File: src/rtl/adder_arbiter.sv
// ============================================================================
// adder_arbiter
// ----------------------------------------------------------------------------
// Purpose:
//   Shares one registered W-bit adder among NREQ requesters. A round-robin
//   arbiter grants one requester at a time. The block keeps a single
//   operation in flight. It drives the adder operand registers, samples the
//   adder result once the adder latency has elapsed, and returns the sum
//   tagged with the id of the requester that issued it.
//
// Optional feature (compile-time macro):
//   ADDARB_CARRY_EN - when defined, adds output port rsp_carry. It holds the
//                     unsigned carry-out of the returned sum, detected as
//                     (add_c < captured add_a). When undefined, the port and
//                     its logic are absent.
//
// Parameters:
//   W        operand / result width
//   NREQ     number of requesters (>= 2)
//   IDW      requester id width, clog2(NREQ)
//   ADD_LAT  adder latency in clocks, operands in -> add_c valid (>= 1)
//
// Ports:
//   clk        in   1        clock, rising edge
//   reset      in   1        asynchronous, active-low (0 = reset)
//   req_valid  in   NREQ     requester i has operands ready
//   req_a      in   NREQ*W   operand a, requester i at [i*W +: W]
//   req_b      in   NREQ*W   operand b, same packing
//   req_ready  out  NREQ     one-hot accept (combinational)
//   add_a      out  W        registered operand a to the adder
//   add_b      out  W        registered operand b to the adder
//   add_c      in   W        result from the adder
//   rsp_valid  out  1        response valid, held until accepted
//   rsp_id     out  IDW      requester index of this response
//   rsp_sum    out  W        (a + b) mod 2^W
//   rsp_ready  in   1        consumer accepts the response
//   busy       out  1        high in any state other than IDLE
//   rsp_carry  out  1        carry-out of rsp_sum (ADDARB_CARRY_EN only)
// ============================================================================
module adder_arbiter #(
    parameter int W       = 8,
    parameter int NREQ    = 4,
    parameter int IDW     = 2,
    parameter int ADD_LAT = 1
) (
    input  logic              clk,
    input  logic              reset,
    input  logic [NREQ-1:0]   req_valid,
    input  logic [NREQ*W-1:0] req_a,
    input  logic [NREQ*W-1:0] req_b,
    output logic [NREQ-1:0]   req_ready,
    output logic [W-1:0]      add_a,
    output logic [W-1:0]      add_b,
    input  logic [W-1:0]      add_c,
    output logic              rsp_valid,
    output logic [IDW-1:0]    rsp_id,
    output logic [W-1:0]      rsp_sum,
    input  logic              rsp_ready,
`ifdef ADDARB_CARRY_EN
    output logic              busy,
    output logic              rsp_carry
`else
    output logic              busy
`endif
);

    // The wait counter is loaded with ADD_LAT and counts down to zero, so
    // the WAIT state lasts ADD_LAT+1 cycles. That gives the adder its full
    // latency after add_a/add_b become valid, and then one more cycle so
    // that add_c is stable when it is sampled.
    localparam int             CNTW     = (ADD_LAT < 1) ? 1 : $clog2(ADD_LAT + 1);
    localparam logic [CNTW-1:0] CNT_LOAD = CNTW'(ADD_LAT);
    localparam logic [CNTW-1:0] CNT_ONE  = CNTW'(1);

    typedef enum logic [1:0] {
        ST_IDLE = 2'd0,
        ST_WAIT = 2'd1,
        ST_RESP = 2'd2
    } state_t;

    // Registered state
    state_t          state_q,     state_d;
    logic [IDW-1:0]  rr_ptr_q,    rr_ptr_d;
    logic [IDW-1:0]  tag_q,       tag_d;
    logic [CNTW-1:0] cnt_q,       cnt_d;
    logic [W-1:0]    add_a_q,     add_a_d;
    logic [W-1:0]    add_b_q,     add_b_d;
    logic            rsp_valid_q, rsp_valid_d;
    logic [IDW-1:0]  rsp_id_q,    rsp_id_d;
    logic [W-1:0]    rsp_sum_q,   rsp_sum_d;
`ifdef ADDARB_CARRY_EN
    logic            rsp_carry_q, rsp_carry_d;
`endif

    // Arbiter results
    logic            grant_found;
    logic [IDW-1:0]  grant_idx;
    logic            grant_take;

    // Index (base + offset) on the ring of requesters. NREQ does not have
    // to be a power of two, so the wrap is done explicitly. The offset is
    // always below NREQ, so a single subtraction is enough.
    function automatic logic [IDW-1:0] ring_idx(input logic [IDW-1:0] base,
                                                input int             offset);
        int pos;
        pos = int'(base) + offset;
        if (pos >= NREQ) begin
            pos = pos - NREQ;
        end
        return pos[IDW-1:0];
    endfunction

    // Round-robin search. The search starts at rr_ptr and walks the ring,
    // and the first active request wins. Nothing here is stateful. If a
    // request drops before the grant edge, it only withdraws the grant.
    always_comb begin
        grant_found = 1'b0;
        grant_idx   = '0;
        for (int k = 0; k < NREQ; k++) begin
            if (!grant_found && req_valid[ring_idx(rr_ptr_q, k)]) begin
                grant_found = 1'b1;
                grant_idx   = ring_idx(rr_ptr_q, k);
            end
        end
    end

    // A grant is offered only in IDLE and only while reset is released.
    // req_ready is combinational, so it must be forced low during reset.
    assign grant_take = (state_q == ST_IDLE) && grant_found && reset;

    always_comb begin
        req_ready = '0;
        if (grant_take) begin
            req_ready[grant_idx] = 1'b1;
        end
    end

    // Next-state logic. Every register holds by default. Operands are
    // captured only on the grant edge. The result is captured only on the
    // last WAIT edge. The response is dropped only on the rsp_valid &&
    // rsp_ready handshake.
    always_comb begin
        state_d     = state_q;
        rr_ptr_d    = rr_ptr_q;
        tag_d       = tag_q;
        cnt_d       = cnt_q;
        add_a_d     = add_a_q;
        add_b_d     = add_b_q;
        rsp_valid_d = rsp_valid_q;
        rsp_id_d    = rsp_id_q;
        rsp_sum_d   = rsp_sum_q;
`ifdef ADDARB_CARRY_EN
        rsp_carry_d = rsp_carry_q;
`endif

        unique case (state_q)
            ST_IDLE: begin
                if (grant_take) begin
                    add_a_d  = req_a[grant_idx*W +: W];
                    add_b_d  = req_b[grant_idx*W +: W];
                    tag_d    = grant_idx;
                    rr_ptr_d = ring_idx(grant_idx, 1);
                    cnt_d    = CNT_LOAD;
                    state_d  = ST_WAIT;
                end
            end

            ST_WAIT: begin
                if (cnt_q == '0) begin
                    rsp_sum_d   = add_c;
                    rsp_id_d    = tag_q;
                    rsp_valid_d = 1'b1;
`ifdef ADDARB_CARRY_EN
                    // The adder output wraps below operand a exactly
                    // when the unsigned sum overflowed.
                    rsp_carry_d = (add_c < add_a_q);
`endif
                    state_d     = ST_RESP;
                end else begin
                    cnt_d = cnt_q - CNT_ONE;
                end
            end

            ST_RESP: begin
                if (rsp_valid_q && rsp_ready) begin
                    rsp_valid_d = 1'b0;
                    state_d     = ST_IDLE;
                end
            end

            default: begin
                state_d = ST_IDLE;
            end
        endcase
    end

    // Single state register for the FSM and all of its registered outputs.
    // An asynchronous reset discards any operation in flight.
    always_ff @(posedge clk or negedge reset) begin
        if (!reset) begin
            state_q     <= ST_IDLE;
            rr_ptr_q    <= '0;
            tag_q       <= '0;
            cnt_q       <= '0;
            add_a_q     <= '0;
            add_b_q     <= '0;
            rsp_valid_q <= 1'b0;
            rsp_id_q    <= '0;
            rsp_sum_q   <= '0;
`ifdef ADDARB_CARRY_EN
            rsp_carry_q <= 1'b0;
`endif
        end else begin
            state_q     <= state_d;
            rr_ptr_q    <= rr_ptr_d;
            tag_q       <= tag_d;
            cnt_q       <= cnt_d;
            add_a_q     <= add_a_d;
            add_b_q     <= add_b_d;
            rsp_valid_q <= rsp_valid_d;
            rsp_id_q    <= rsp_id_d;
            rsp_sum_q   <= rsp_sum_d;
`ifdef ADDARB_CARRY_EN
            rsp_carry_q <= rsp_carry_d;
`endif
        end
    end

    assign add_a     = add_a_q;
    assign add_b     = add_b_q;
    assign rsp_valid = rsp_valid_q;
    assign rsp_id    = rsp_id_q;
    assign rsp_sum   = rsp_sum_q;
    assign busy      = (state_q != ST_IDLE);
`ifdef ADDARB_CARRY_EN
    assign rsp_carry = rsp_carry_q;
`endif

endmodule

File: config.mk
export PLATFORM = sky130hd
export DESIGN_NAME = adder_arbiter
export DESIGN_NICKNAME = d
export VERILOG_FILES = /design/src/rtl/adder_arbiter.sv
export SDC_FILE = /design/constraint.sdc
export NUM_CORES = 1
export LEC_CHECK = 0
export ABC_CLOCK_PERIOD_IN_PS = 2500
export CORE_ASPECT_RATIO = 0.8
export CORE_MARGIN = 2
export CORE_UTILIZATION = 35
export DETAILED_ROUTE_END_ITERATION = 8
export HOLD_SLACK_MARGIN = 0.12
export PLACE_DENSITY = 0.77
export SLEW_MARGIN = 20
export SYNTH_ARGS = -nofsm -noshare
export SYNTH_HDL_FRONTEND = slang
export SYNTH_SLANG_ARGS = --single-unit
File: constraint.sdc
create_clock -name clk -period 2.5 [get_ports clk]
set_clock_uncertainty 0.1 [all_clocks]
set_input_delay 0.5 -clock clk [delete_from_list [all_inputs] [get_ports clk]]
set_output_delay 0.5 -clock clk [all_outputs]
set_load 0.05 [all_outputs]
# Word-level counts from Yosys, hierarchy flattened
# Index checks and enable logic that the tools add are counted.
# classes
reduce_logical	19
n_addsub	10
eq_ne	5
order_cmp	11
n_bitwise	1
n_shift	2
n_mux	34
# op_table
cell	n
$shiftx 32x6->8	2
$mux 2	12
$lt 2x3->1 const B	5
$mux 1	13
$ge 3x3->1 const B	4
$sub 2x1->2 const B	5
$bmux 1 s2	4
$logic_and 1x1->1	7
$add 2x1->3 const B	2
$add 2x2->3 const B	2
$ne 2x2->1 const B	3
$pmux 2 s3	1
$reduce_and 2->1	3
$reduce_and 3->1	2
$reduce_bool 2->1	3
$mux 4	1
$pmux 1 s2	2
$ge 2x3->1 const B	1
$logic_not 1->1	3
$demux 1 s2	1
$eq 2x1->1 const B	1
$eq 2x2->1 const B	1
$ge 2x1->1 const B	1
$logic_not 2->1	1
2 further kinds	2
# word_totals
out_inout_bits	32
ff_bits	34
word_cells	91

# Logic depth before layout (Yosys ltp)
# Gate-level depths: netlist of the first run.
# logic_depth
word_depth	19
depth_mapped	8
mapped_depth_nobuf	6

# Worst setup path before layout of the first run
# Ideal clock, no wire load.
# synth_path
path_type	reg-to-output
startpoint	reg rr_ptr_q[1]
endpoint	out req_ready[1]
required_time_ns	1.900
arrival_time_ns	1.916
stages_incl_launch_ff	8
slack_ns	-0.016
cell_sequence	dfrtp_1 -> nor2b_1 -> a2111oi_0 -> nor2_1 -> clkinv_2 -> buf_2 -> ha_1 -> and2_1
# synth_via
elab_chain_cells	19
elab_cells_between_ends	45
# synth_lines
item	line	text
start, declared	83	logic [IDW-1:0] rr_ptr_q, rr_ptr_d;
start signal, assigned	215	rr_ptr_q <= rr_ptr_d;
branches (longest 13 deep; another with $add 2x1->3)	-	
$mux 2 (*)	120	if (!grant_found && req_valid[ring_idx(rr_ptr_q, k)]) begin
named net grant_idx[1]	97	logic [IDW-1:0] grant_idx;
$lt 2x3->1 (not written as such) / $ge 2x1->1 (equally long branches)	134	req_ready[grant_idx] = 1'b1;
$logic_and 1x1->1 (not written as such)	134	
$mux 1 (not written as such)	134	
$demux 1 s2 (*)	134	
$mux 4 (*)	133	if (grant_take) begin
end, declared	51	output logic [NREQ-1:0] req_ready,
# Mark *: on every way through the listed nets, which the timed path passes. The select of a mux whose other input is x is not followed.

# Worst setup path after layout of the first run
# layout_path
startpoint	reg rr_ptr_q[1]
endpoint	out req_ready[3]
# The elaborated chain is that of the path after synthesis.

==> flow_metrics.env, run 1 <==
export IMPL_pwr_density_cell_mw_per_mm2=1140
export IMPL_cts_hold_fix_buffers=0
export IMPL_placeableCoreArea_mm2=0.005818
export IMPL_syn_to_final_growth_pct=73.57
export IMPL_reg2regPathDepth=9
export IMPL_synth_cell_types=34
export IMPL_setup_total_negative_slack_ns=0
export IMPL_top_area_cells_in_the_synthesized_netlist="sky130_fd_sc_hd__dfrtp_1 (41%), sky130_fd_sc_hd__mux2i_1 (7.7%), sky130_fd_sc_hd__a211o_1 (6.8%), sky130_fd_sc_hd__o31ai_1 (5.8%), sky130_fd_sc_hd__mux2_2 (5.4%)"
export IMPL_p_total_mw=4.101
export IMPL_worst_r2r_endpoint="add_a[1]$_DFFE_PN0P_"
export IMPL_design_portCount=111
export IMPL_synth_largest_area_cell="sky130_fd_sc_hd__dfrtp_1"
export IMPL_worst_setup_path_end_kind="primary output"
export IMPL_final_common_cell="sky130_fd_sc_hd__clkdlybuf4s50_1"
export IMPL_floorplan_initialDensity_pct=35.63
export IMPL_slowest_delay_ns=0.47
export IMPL_ys_ff_latch=34
export IMPL_max_freq_mhz=406.1
export IMPL_syn_num_nets=294
export IMPL_total_routing_resource_utilization_after_global_routing_pct=19.64
export IMPL_top_library_cells_by_usage_in_the_layout_fill_and_taps_aside="sky130_fd_sc_hd__clkdlybuf4s50_1 (101), sky130_fd_sc_hd__dfrtp_1 (32), sky130_fd_sc_hd__nand2_1 (28)"
export IMPL_share_of_the_clock_period_used_by_the_worst_path_after_layout_pct=98.50
export IMPL_tritoncts_num_sinks=34
export IMPL_clock_tree_htree_level_count=2
export IMPL_crit_start="rr_ptr_q[1]$_DFFE_PN0P_"
export IMPL_grt_antenna_before_repair=0
export IMPL_outcome="finished, final reports clean"
export IMPL_synthesis_instances=211
export IMPL_total_area_of_multi_input_combinational_cells_mm2=0.001195
export IMPL_share_of_the_yosys_chip_area_belonging_to_registers_pct=41.04
export IMPL_drcViolationCount=0
export IMPL_syn_area_per_cell_um2=9.826
export IMPL_timing_critical_path_arrival_ns=1.86
export IMPL_setup_worst_path_class="register to primary output"
export IMPL_place_worst_setup_slack_ns=-0.2831
export IMPL_slew_headroom_pct=64.95
export IMPL_tightestPinTransition_ns=0.5241
export IMPL_vias=2140
export IMPL_timing_final_hold_violations=0
export IMPL_pin_count_of_the_biggest_net_entering_global_routing=40
export IMPL_vdd_ir_drop_worst_uv=490.8
export IMPL_grt_overflow_total=0
export IMPL_nNetsFinal=420
export IMPL_first_global_vias=2167
export IMPL_synth_top_area_share_pct=41.04
export IMPL_max_cap_violations=0
export IMPL_report_final_slew_viol_count=0
export IMPL_postPlaceCellArea_mm2=0.003390
export IMPL_final_setup_worst_slack_ns=0.03739
export IMPL_yosys_warnings=0
export IMPL_largest_buffer_count_on_any_clock_path=2
export IMPL_cts_tree="yes"
export IMPL_first_iter_violations=88
export IMPL_fin_cells=419
export IMPL_die_area_mm2=0.006559
export IMPL_drt_vias_per_instance=5.107
export IMPL_hp_class="input port to asynchronous set/reset pin"
export IMPL_place_port_buffers=110
export IMPL_cp_start_kind="register"
export IMPL_num_fill_cells=515
export IMPL_reported_leakage_power_nw=1.513
export IMPL_finalSetupViolations=0
export IMPL_routed_wl_um=6685
export IMPL_floorplan_die_height_um=72.84
export IMPL_ant_nets=0
export IMPL_placedCellCount=406
export IMPL_detailed_place_hpwl_um=4719
export IMPL_drt_pass1_iter_count=4
export IMPL_worst_endpoint_required_ns=1.90
export IMPL_worstPathCellList="buf_4, a2111oi_4, nor2_2, ha_1, and2_4, buf_12"
export IMPL_worstSkewPairLatency_ns=0.28
export IMPL_final_area_mm2=0.003598
export IMPL_numCtsBuffers=5
export IMPL_gp_congestion=0.8474
export IMPL_grt_pass1_wl_um=10270
export IMPL_root_buffer="sky130_fd_sc_hd__clkbuf_8"
export IMPL_drive_gt1_share_pct=21.30
export IMPL_worstReg2RegStart="rr_ptr_q[1]$_DFFE_PN0P_"
export IMPL_post_drt_wl_per_cell_um=15.95
export IMPL_worst_path_max_delay_cell="sky130_fd_sc_hd__dfrtp_2"
export IMPL_grt_setup_unrepaired="true"
export IMPL_critPathMaxFanout=6
export IMPL_synth_cell_area_mm2=0.002073
export IMPL_dieWidth_um=90.05
export IMPL_placement_rows=25
export IMPL_clk_slew_on_worst_s_h_paths_ns=0.07
export IMPL_clock_period_minus_final_worst_setup_slack_ns=2.463
export IMPL_worst_r2r_setup_slack_ns=0.20
export IMPL_final_seq_area_um2=853.3
export IMPL_antenna_cells_inserted=0
## area by class of cell
cell class / instances / share of cell area, %
timing repair buffer: 135 / 37.10
multi-input combinational: 157 / 33.21
sequential: 34 / 23.71
tap: 81 / 2.816
clock buffer: 6 / 2.295
inverter: 4 / 0.5216
clock inverter: 2 / 0.3477
## worst max-delay path, delay by kind of cell (launching register included)
family / cells / cell delay, ns
flops: 1 / 0.47
compound gates: 1 / 0.35
buf+inv: 2 / 0.30
simple gates: 2 / 0.24
fa+ha+maj: 1 / 0.21
## cell usage after synthesis
library cell,number
sky130_fd_sc_hd__a211o_1,16
sky130_fd_sc_hd__buf_6,2
sky130_fd_sc_hd__o211ai_1,15
sky130_fd_sc_hd__a21oi_2,1
sky130_fd_sc_hd__inv_4,1
sky130_fd_sc_hd__nand3_1,1
sky130_fd_sc_hd__clkinv_2,1
sky130_fd_sc_hd__nand2_1,28
sky130_fd_sc_hd__a21o_1,1
sky130_fd_sc_hd__o31ai_1,16
sky130_fd_sc_hd__and3_1,1
sky130_fd_sc_hd__nand2_2,1
sky130_fd_sc_hd__nor2b_1,2
sky130_fd_sc_hd__buf_4,1
sky130_fd_sc_hd__dfrtp_1,34
sky130_fd_sc_hd__ha_1,4
sky130_fd_sc_hd__a21oi_1,2
sky130_fd_sc_hd__nor3b_1,1
sky130_fd_sc_hd__nand2b_1,2
sky130_fd_sc_hd__a2111oi_0,1
sky130_fd_sc_hd__o21ai_0,3
sky130_fd_sc_hd__mux2i_1,16
sky130_fd_sc_hd__mux2_2,10
sky130_fd_sc_hd__clkbuf_1,7
sky130_fd_sc_hd__o21a_1,1
sky130_fd_sc_hd__nor3_4,1
sky130_fd_sc_hd__inv_1,2
sky130_fd_sc_hd__nor2_1,10
sky130_fd_sc_hd__and2_1,5
sky130_fd_sc_hd__o21ai_1,1
sky130_fd_sc_hd__o211ai_2,1
sky130_fd_sc_hd__buf_2,6
sky130_fd_sc_hd__o22ai_1,1
sky130_fd_sc_hd__nand4_1,16
## cell families after synthesis
family	Yosys count	share of synthesized area [%]
adder cells (fa/ha/maj)	4	2.414
AO/OA/AOI/OAI	59	21.91
buffers and inverters	20	5.070
multiplexers	26	13.16
AND/OR/NAND/NOR	68	16.42
flip-flops	34	41.04
## registers in the layout (all words and copies together) (netlist names)
| register | flops |
|---|---|
| add_a | 8 |
| add_b | 8 |
| cnt_q | 1 |
| rr_ptr_q | 2 |
| rsp_id | 2 |
| rsp_sum | 8 |
| rsp_valid | 1 |
| state_q | 2 |
| tag_q | 2 |
## report_power, final
group          internal [mW]  total, mW  switching [mW]
combinational           1.09       2.67            1.58
sequential             0.819       1.00           0.183
clock                  0.221      0.425           0.204
total                   2.13       4.10            1.97
## layer usage
metal | global-route usage (%) | wire (um) | vias up
met2 | 33.75 | 3211 | 83
met3 | 5.682 | 416 | 7
met4 | 5.812 | 68 | 0
met1 | 24.41 | 2989 | 1008
met5 | 0 | 0 | -
li1 | - | - | 1042
## metrics by stage
| step | util [%] | hold slack [ns] |
|---|---|---|
| 2_1_floorplan | - | 0.1044 |
| 3_3_place_gp | 58.26 | 0.3609 |
| 3_5_place_dp | 58.26 | 0.3767 |
| 4_1_cts | 61.23 | 0.1727 |
| 5_1_grt | 61.85 | 0.2086 |
| 6_report | 61.85 | 0.1654 |
## repair_timing
action | 4_1_cts | 5_1_grt
gates resized for setup | 19 | 11
endpoints found under the setup margin | 4 | 4
pin swaps | 5 | 5
setup buffers | 4 | 1
## worst max-delay path by stage
| stage | to | slack (ns) | cells after the start |
|---|---|---|---|
| 2_1_floorplan | req_ready[2] | 0.06 | 8 |
| 6_report | req_ready[3] | 0.04 | 6 |
| 3_5_place_dp | req_ready[3] | -0.28 | 7 |
| 4_1_cts | req_ready[1] | 0.00005 | 8 |
| 3_3_place_gp | req_ready[3] | -0.26 | 7 |
| 5_1_grt | req_ready[0] | -0.05 | 7 |
No activity file was read; power rests on OpenSTA's default activity.
==> run 2, diff against run 1 <==
--- a/config.mk
+++ b/config.mk
@@ -8,10 +8,11 @@
 export ABC_CLOCK_PERIOD_IN_PS = 2500
 export CORE_ASPECT_RATIO = 0.8
 export CORE_MARGIN = 2
-export CORE_UTILIZATION = 35
+export CORE_UTILIZATION = 39
 export DETAILED_ROUTE_END_ITERATION = 8
 export HOLD_SLACK_MARGIN = 0.12
-export PLACE_DENSITY = 0.77
+export MAX_ROUTING_LAYER = met4
+export PLACE_DENSITY = 0.84
 export SLEW_MARGIN = 20
 export SYNTH_ARGS = -nofsm -noshare
 export SYNTH_HDL_FRONTEND = slang
==> run 2 against run 1 <==
Net effect:
- the flow now finishes with violations (negative setup slack)
- hold slack worse by 0.0071 ns
- global-route usage up 4.9 points
- combinational power up 1%
- critical path depth up 2
- via count up 3.7%
- largest cell class unchanged
- highest routed layer unchanged
==> flow_metrics.env, run 2 (same netlist as run 1, synthesis figures left out) <==
export IMPL_combinationalPowerShare_pct=65.7
export IMPL_largest_buffer_count_on_any_clock_path=2
export IMPL_report_final_slew_viol_count=0
export IMPL_critPathMaxFanout=6
export IMPL_share_of_the_clock_period_used_by_the_worst_path_after_layout_pct=101.3
export IMPL_critPathBufInv=3
export IMPL_final_seq_area_um2=853.3
export IMPL_clock_tree_htree_level_count=2
export IMPL_worst_r2r_setup_slack_ns=0.41
export IMPL_final_area_mm2=0.003563
export IMPL_cts_tree="yes"
export IMPL_slowest_delay_ns=0.46
export IMPL_place_port_buffers=110
export IMPL_pin_count_of_the_biggest_net_entering_global_routing=36
export IMPL_first_global_vias=2257
export IMPL_drt_pass1_iter_count=4
export IMPL_p_total_mw=4.122
export IMPL_placeableCoreArea_mm2=0.005065
export IMPL_clkPwrFrac_pct=10.2
export IMPL_grt_antenna_before_repair=0
export IMPL_hp_class="input port to asynchronous set/reset pin"
export IMPL_max_freq_mhz=394.9
export IMPL_worstSkewPairLatency_ns=0.28
export IMPL_placedCellCount=384
export IMPL_floorplan_die_height_um=69.22
export IMPL_syn_to_final_growth_pct=71.88
export IMPL_timing_critical_path_max_delay_family="simple AND/OR/NAND/NOR gates"
export IMPL_postPlaceCellArea_mm2=0.003331
export IMPL_drive_gt1_share_pct=19.94
export IMPL_root_buffer="sky130_fd_sc_hd__clkbuf_8"
export IMPL_timing_critical_path_arrival_ns=1.93
export IMPL_total_area_of_multi_input_combinational_cells_mm2=0.001210
export IMPL_drcViolationCount=0
export IMPL_slew_headroom_pct=59.17
export IMPL_vdd_ir_drop_worst_uv=776.0
export IMPL_clk_slew_on_worst_s_h_paths_ns=0.08
export IMPL_drt_vias_per_instance=5.575
export IMPL_reg2regPathDepth=8
export IMPL_grt_overflow_total=0
export IMPL_grt_setup_unrepaired="true"
export IMPL_floorplan_initialDensity_pct=40.93
export IMPL_top_library_cells_by_usage_in_the_layout_fill_and_taps_aside="sky130_fd_sc_hd__clkdlybuf4s50_1 (101), sky130_fd_sc_hd__dfrtp_1 (32), sky130_fd_sc_hd__nand2_1 (28)"
export IMPL_num_fill_cells=417
export IMPL_numCtsBuffers=5
export IMPL_p_switching_mw=1.993
export IMPL_final_common_cell="sky130_fd_sc_hd__clkdlybuf4s50_1"
export IMPL_worst_endpoint_required_ns=1.90
export IMPL_detailed_place_hpwl_um=4922
export IMPL_seq_power_share_pct=24.1
export IMPL_final_setup_worst_slack_ns=-0.03256
export IMPL_die_area_mm2=0.005919
export IMPL_worstPathCellList="buf_4, nor3b_4, a2111oi_4, nor2_4, inv_4, ha_1, and2_4, buf_12"
export IMPL_switching_share_pct=48.35
export IMPL_worst_path_max_delay_cell="sky130_fd_sc_hd__dfrtp_2"
export IMPL_nNetsFinal=418
export IMPL_finalHoldWorstSlack_ns=0.1583
export IMPL_routed_wl_um=6876
export IMPL_total_routing_resource_utilization_after_global_routing_pct=24.51
export IMPL_dieWidth_um=85.52
export IMPL_design_portCount=111
export IMPL_timing_final_hold_violations=0
export IMPL_setup_worst_path_class="register to primary output"
export IMPL_clock_period_minus_final_worst_setup_slack_ns=2.533
export IMPL_failed_checks="negative setup slack"
export IMPL_cp_start_kind="register"
export IMPL_post_drt_wl_per_cell_um=17.28
export IMPL_tightestPinTransition_ns=0.6109
export IMPL_pwr_density_cell_mw_per_mm2=1157
export IMPL_worst_setup_path_end_kind="primary output"
export IMPL_tritoncts_num_sinks=34
export IMPL_worst_r2r_endpoint="add_a[4]$_DFFE_PN0P_"
export IMPL_worstSetupPathDepth=8
export IMPL_fin_cells=398
export IMPL_grt_pass1_wl_um=11130
export IMPL_worstReg2RegStart="rr_ptr_q[1]$_DFFE_PN0P_"
export IMPL_first_iter_violations=107
export IMPL_max_cap_violations=0
export IMPL_reported_leakage_power_nw=1.497
export IMPL_gp_congestion=0.8355
export IMPL_outcome="finished, violations left"
export IMPL_finalSetupViolations=4
export IMPL_placement_rows=23
export IMPL_internal_power_mw=2.129
export IMPL_vias=2219
export IMPL_setup_total_negative_slack_ns=-0.1021
export IMPL_ant_nets=0
export IMPL_antenna_cells_inserted=0
-- run 2: cell types whose count changed in the layout (fill, tap and decap cells not counted), sizes merged --
cell           delta
buf               -2
clkdlybuf4s15     +2
clkinv            -1
clkinvlp          -1
dlygate4sd2       -1
inv               +1
-- run 2: worst register-to-register path, cell delays in order (launching register included) --
cell and delay, ns:
sky130_fd_sc_hd__dfrtp_2 0.43, sky130_fd_sc_hd__buf_4 0.14, sky130_fd_sc_hd__nor3b_4 0.04, sky130_fd_sc_hd__a2111oi_4 0.41, sky130_fd_sc_hd__nor2_4 0.09, sky130_fd_sc_hd__inv_4 0.09
sky130_fd_sc_hd__buf_4 0.17, sky130_fd_sc_hd__nand2_2 0.24, sky130_fd_sc_hd__o211ai_1 0.27
-- run 2: power by group through the flow --
stage                     sequential (mW)  combinational, mW  clock (mW)
after floorplan                      1.69              0.938           0
after global placement              0.981               2.50           0
after CTS                           0.987               2.63       0.434
after global routing                 1.03               2.89       0.458
final                               0.992               2.71       0.422
after detailed placement            0.991               2.55           0
-- run 2: final cells by class --
class                   count  share of cell area [%]
repair buffers            133                   36.80
multi-input cells         157                   33.95
flip-flops and latches     34                   23.95
clock buffers               7                   2.423
well taps                  62                   2.177
inverters                   4                  0.5618
clock inverters             1                  0.1404
-- run 2: per-layer routing --
layer / global-route usage, % / vias up / routed length (um)
li1: - / 1040 / -
met1: 32.17 / 1062 / 3052
met2: 38.63 / 109 / 3254
met3: 5.714 / 8 / 493
met4: 5.820 / 0 / 76
met5: - / - / 0
-- run 2: worst max path at each step --
stage | startpoint | endpoint | slack (ns)
floorplan | rr_ptr_q[1]$_DFFE_PN0P_ | req_ready[2] | 0.06
global placement | req_valid[3] | req_ready[0] | -0.29
detailed placement | req_valid[1] | req_ready[1] | -0.34
CTS | rr_ptr_q[1]$_DFFE_PN0P_ | req_ready[0] | -0.02
global route | rr_ptr_q[1]$_DFFE_PN0P_ | req_ready[0] | -0.13
finish | rr_ptr_q[1]$_DFFE_PN0P_ | req_ready[1] | -0.03
-- run 2: metrics by stage --
stage | util [%] | setup WS, ns
floorplan | - | 0.06479
global placement | 65.76 | -0.2889
detailed placement | 65.76 | -0.3389
CTS | 68.75 | -0.02044
global route | 70.36 | -0.1312
finish | 70.36 | -0.03256
-- run 2: timing repair --
item	CTS	global route
hold buffers	0	0
pin swaps	6	5
setup buffers	4	2
gates resized for setup	18	14
endpoints found under the setup margin	4	4
